--- config.mk ---
export PLATFORM = sky130hd
export DESIGN_NAME = reg_busy_scoreboard
export DESIGN_NICKNAME = d
export VERILOG_FILES = /design/src/rtl/reg_busy_scoreboard.sv
export SDC_FILE = /design/constraint.sdc
export NUM_CORES = 1
export LEC_CHECK = 0
export ABC_CLOCK_PERIOD_IN_PS = 9900
export CAP_MARGIN = 20
export CORE_AREA = 2 2 155 97
export DETAILED_ROUTE_END_ITERATION = 8
export DIE_AREA = 0 0 157 99
export GPL_ROUTABILITY_DRIVEN = 0
export RECOVER_POWER = 25
export SYNTH_ARGS = -nofsm -noshare
export SYNTH_HDL_FRONTEND = slang
export SYNTH_SLANG_ARGS = --single-unit
--- constraint.sdc ---
create_clock -name clock -period 9.9 [get_ports clock]
set_input_delay 1.98 -clock clock [delete_from_list [all_inputs] [get_ports clock]]
set_output_delay 1.98 -clock clock [all_outputs]
set_load 0.05 [all_outputs]
--- src/rtl/reg_busy_scoreboard.sv ---
// Register busy-bit scoreboard for decode/issue: one flag per architectural register,
// set on accepted issue, cleared at writeback, with same-cycle writeback bypass on reads.
module reg_busy_scoreboard #(
  parameter int NUM_REGS  = 32,
  parameter int SEL_W     = 5,
  parameter int WAW_CHECK = 1
) (
  input  logic                clock,
  input  logic                reset,
  input  logic                flush,
  input  logic                issue_en,
  input  logic                issue_rd_we,
  input  logic [SEL_W-1:0]    issue_rd,
  input  logic                rs_use,
  input  logic [SEL_W-1:0]    rs,
  input  logic                rt_use,
  input  logic [SEL_W-1:0]    rt,
  input  logic                wb_en,
  input  logic [SEL_W-1:0]    wb_rd,
  output logic [NUM_REGS-1:0] busy,
  output logic                rs_busy,
  output logic                rt_busy,
  output logic                stall,
  output logic [SEL_W:0]      pending_cnt
);

  logic [NUM_REGS-1:0] busy_q;
  logic [NUM_REGS-1:0] busy_nxt;
  logic [SEL_W:0]      cnt_q;
  logic                waw;
  logic                accept;
  logic                set_en;
  logic                clr_en;
  logic                cnt_inc;
  logic                cnt_dec;

  // A writeback landing this cycle frees the register for a reader in the same cycle.
  assign rs_busy = rs_use & busy_q[rs] & ~(wb_en & (wb_rd == rs));
  assign rt_busy = rt_use & busy_q[rt] & ~(wb_en & (wb_rd == rt));
  assign waw     = (WAW_CHECK != 0) & issue_rd_we & busy_q[issue_rd]
                 & ~(wb_en & (wb_rd == issue_rd));
  assign stall   = issue_en & (rs_busy | rt_busy | waw);
  assign accept  = issue_en & ~stall & ~flush;

  assign set_en  = accept & issue_rd_we & (issue_rd != '0);
  assign clr_en  = wb_en & (wb_rd != '0);

  assign cnt_inc = set_en & ~busy_q[issue_rd];
  assign cnt_dec = clr_en & busy_q[wb_rd] & ~(set_en & (issue_rd == wb_rd));

  // Clear is applied first so a set to the same index wins (new producer).
  always_comb begin
    busy_nxt = busy_q;
    for (int i = 1; i < NUM_REGS; i++) begin
      if (clr_en && (wb_rd == SEL_W'(i)))    busy_nxt[i] = 1'b0;
      if (set_en && (issue_rd == SEL_W'(i))) busy_nxt[i] = 1'b1;
    end
    busy_nxt[0] = 1'b0;
  end

  always_ff @(posedge clock or posedge reset) begin
    if (reset) begin
      busy_q <= '0;
      cnt_q  <= '0;
    end else if (flush) begin
      busy_q <= '0;
      cnt_q  <= '0;
    end else begin
      busy_q <= busy_nxt;
      cnt_q  <= cnt_q + {{SEL_W{1'b0}}, cnt_inc} - {{SEL_W{1'b0}}, cnt_dec};
    end
  end

  assign busy        = busy_q;
  assign pending_cnt = cnt_q;

endmodule

==> impl_metrics.env <==
export IMPL_grt_overflow=0
export IMPL_cts_tree="yes"
export IMPL_synth_cell_type_count=57
export IMPL_fmax_mhz=134
export IMPL_syn_area_per_cell_sq_um=9.94
export IMPL_finalHoldViolCount=0
export IMPL_min_period_ns=7.45
export IMPL_routed_wl_um=12500
export IMPL_floorplan_initialDensity_pct=24.6
export IMPL_grt_pass1_vias=3244
export IMPL_htree_num_levels=2
export IMPL_synth_top_cell_area_share_pct=26.8
export IMPL_drt_initial_drc_count=546
export IMPL_synth_edf_count=0
export IMPL_cts_root_buf="clkbuf_16"
export IMPL_via_per_inst=5.60
export IMPL_use_met2_pct=22.9
export IMPL_gr_usage_all_layers_pct=16.3
export IMPL_die_h_um=99
export IMPL_synth_flop_cell="dfrtp_1"
export IMPL_rows=34
export IMPL_vias=3295
export IMPL_ys_seq_area_share_pct=26.8
export IMPL_rsz0062_at_grt="false"
export IMPL_grt_busiest_layer="met1"
export IMPL_holdBufCountCts=0
export IMPL_fin_crit_sh_pct=75.3
export IMPL_clkTransAtPathRegs_ns=0.05
export IMPL_coreArea_sq_um=14100
export IMPL_postCtsSetupRepairBufs=0
export IMPL_syn_instance_count=348
export IMPL_critPathMaxStageDelay_ns=1.14
export IMPL_required_ns=7.92
export IMPL_clock_latency_ns=0.28
export IMPL_dp_cells=580
export IMPL_start_kind="input port"
export IMPL_leakage_nw=1.63
export IMPL_multi_input_area_sq_um=2280
export IMPL_die_x_um=157
export IMPL_synth_most_common_cell="dfrtp_1"
export IMPL_async_reset_ff_share_pct=100
export IMPL_synth_top_cell_by_area="dfrtp_1"
export IMPL_power_density_nw_per_um2=101
export IMPL_grt_pass1_wl_um=19400
export IMPL_crit_arrival_ns=5.47
export IMPL_holdCritPathClass="flop to flop"
export IMPL_place_hpwl_um=9470
export IMPL_end_kind="output port"
export IMPL_yosys_register_bits=37
export IMPL_ant_nets=0
export IMPL_die_area_sq_um=15500
export IMPL_num_fill_cells=1466
export IMPL_ir_drop_uv=61.6
export IMPL_worstSetupPathType="input port to output port"
export IMPL_drive_gt1_share_pct=11.0
export IMPL_violations="max-capacitance violations, max-slew violations"
export IMPL_synth_yosys_warnings=0
export IMPL_finalClockSkew_ns=0.00379
export IMPL_syn_cell_area_sq_um=3460
export IMPL_crit_path_max_fanout=22
export IMPL_syn_nets=383
export IMPL_slew_headroom_pct=-30.6
export IMPL_finish_utilization_pct=30.9
export IMPL_path_cells="clkdlybuf4s50_1, mux2i_1, mux4_2, and3_1, a311oi_1, and3_1, o21a_1, clkdlybuf4s50_1"
export IMPL_cap_viol_max_count=1
export IMPL_cpMaxStageDelayCell="clkdlybuf4s50_1"
export IMPL_worst_pin_slew_ns=1.96
export IMPL_cts_buffers=5
export IMPL_grtUsageMet1_pct=24.3
export IMPL_antenna_found_initial=0
export IMPL_maxSlewViolCount=38
export IMPL_fin_cells=588
export IMPL_yosys_top_cells_area="dfrtp_1 (27%), mux4_2 (11%), o41ai_1 (7.8%), mux2i_1 (6.1%), mux4_1 (3.8%)"
export IMPL_clkSinkCount=37
export IMPL_fin_setup_tns_ns=0
export IMPL_port_buffers=67
export IMPL_finalSetupViolCount=0
export IMPL_drcViolationCount=0
export IMPL_first_pass_iters=5
export IMPL_outcome="finished with violations"
export IMPL_grt_met3_usage_pct=5.15
export IMPL_area_growth_pct=25.8
export IMPL_diodes=0
export IMPL_regArea_sq_um=926
export IMPL_io_pins=69
export IMPL_ys_top_cells_by_count="dfrtp_1 (37), o41ai_1 (31), nand2_1 (25), nand3_1 (25), mux2i_1 (21)"
export IMPL_grt_max_degree=38
export IMPL_nNetsFinal=424
export IMPL_routedWlPerCell_um=21.2
export IMPL_post_cts_resized=0
export IMPL_fin_total_pwr_w=0.000438
export IMPL_clock_path_buffers=2
state kept, by name, indices dropped and copies added (netlist names):
name         flops
busy            31
pending_cnt      6
final cells by class:
type	count	share of cell area, %
Multi-Input combinational cell	262	52.3
Sequential cell	37	21.3
Clock inverter	1	0.115
Timing Repair Buffer	72	16.2
Clock buffer	7	3.51
Tap cell	198	5.69
Inverter	11	0.948
per-layer routing:
layer | share of wire [%] | up-vias
met4 | 0.95 | 0
met5 | 0 | -
met2 | 42 | 186
met3 | 13 | 12
li1 | - | 1443
met1 | 45 | 1654
worst max-delay path: cells and delay by family:
family	cells	cell delay, ns
simple gates	2	0.42
mux	2	0.70
compound gates	2	0.41
buf+inv	2	1.94
placed cells by master, fill, tap and decap left out, types with 4 or more instances in the layout:
master	netlist	routed
mux2i_1	21	21
nor2b_1	9	9
and3_1	5	5
nand4_1	4	4
clkbuf_16	0	5
buf_4	3	4
xor2_1	5	5
inv_1	11	11
ha_1	6	6
xnor2_1	15	15
nand2b_1	6	6
o211ai_1	14	14
o41ai_1	31	31
dfrtp_1	37	37
mux4_1	5	5
nor2_1	12	12
clkdlybuf4s50_1	0	66
nand2_1	25	25
o311ai_0	4	4
nand3_1	25	25
nor3_1	4	4
mux4_2	17	17
power breakdown:
group | switching, W | internal (W) | total [W] | leakage [nW]
logic | 0.0000723 | 0.0000433 | 0.000116 | 1.03
clock network | 0.0000573 | 0.000106 | 0.000164 | 0.0799
registers | 0.00000366 | 0.000155 | 0.000158 | 0.515
total | 0.000133 | 0.000304 | 0.000438 | 1.63
metrics by stage:
stage	setup slack, ns	area [sq um]	hold slack (ns)
final	2.45	4350	0.638
after global routing	2.32	4350	0.705
after CTS	2.47	4360	0.652
after detailed placement	2.48	4200	0.629
after global placement	2.60	4200	0.610
after floorplan	2.79	3460	0.803
logic make-up (layout without fill, tap and decap cells):
| family | Yosys count | count (layout) | share of synthesized area, % |
|---|---|---|---|
| AND/OR/NAND/NOR | 113 | 113 | 18.1 |
| AO/OA/AOI/OAI | 74 | 74 | 17.5 |
| buffers and inverters | 49 | 91 | 7.45 |
| multiplexers | 47 | 47 | 22.3 |
| flip-flops | 37 | 37 | 26.8 |
| XOR/XNOR | 20 | 20 | 5.06 |
| adder cells (fa/ha/maj) | 7 | 7 | 2.75 |
| other | 1 | 1 | 0.108 |
path summary, 6_finish.rpt:
kind	depth (start not counted)	to	startpoint	slack (ns)
max	8	stall	issue_rd[1]	2.45
min reg2reg	2	pending_cnt[0]$_DFF_PP0_	pending_cnt[0]$_DFF_PP0_	0.64
max in group asynchronous	3	busy[11]$_DFFE_PP0P_	reset	5.93
min	2	pending_cnt[0]$_DFF_PP0_	pending_cnt[0]$_DFF_PP0_	0.64
max reg2reg	16	pending_cnt[4]$_DFF_PP0_	busy[13]$_DFFE_PP0P_	5.61
min in group asynchronous	3	busy[22]$_DFFE_PP0P_	reset	2.85
(Power assumes the default switching activity.)
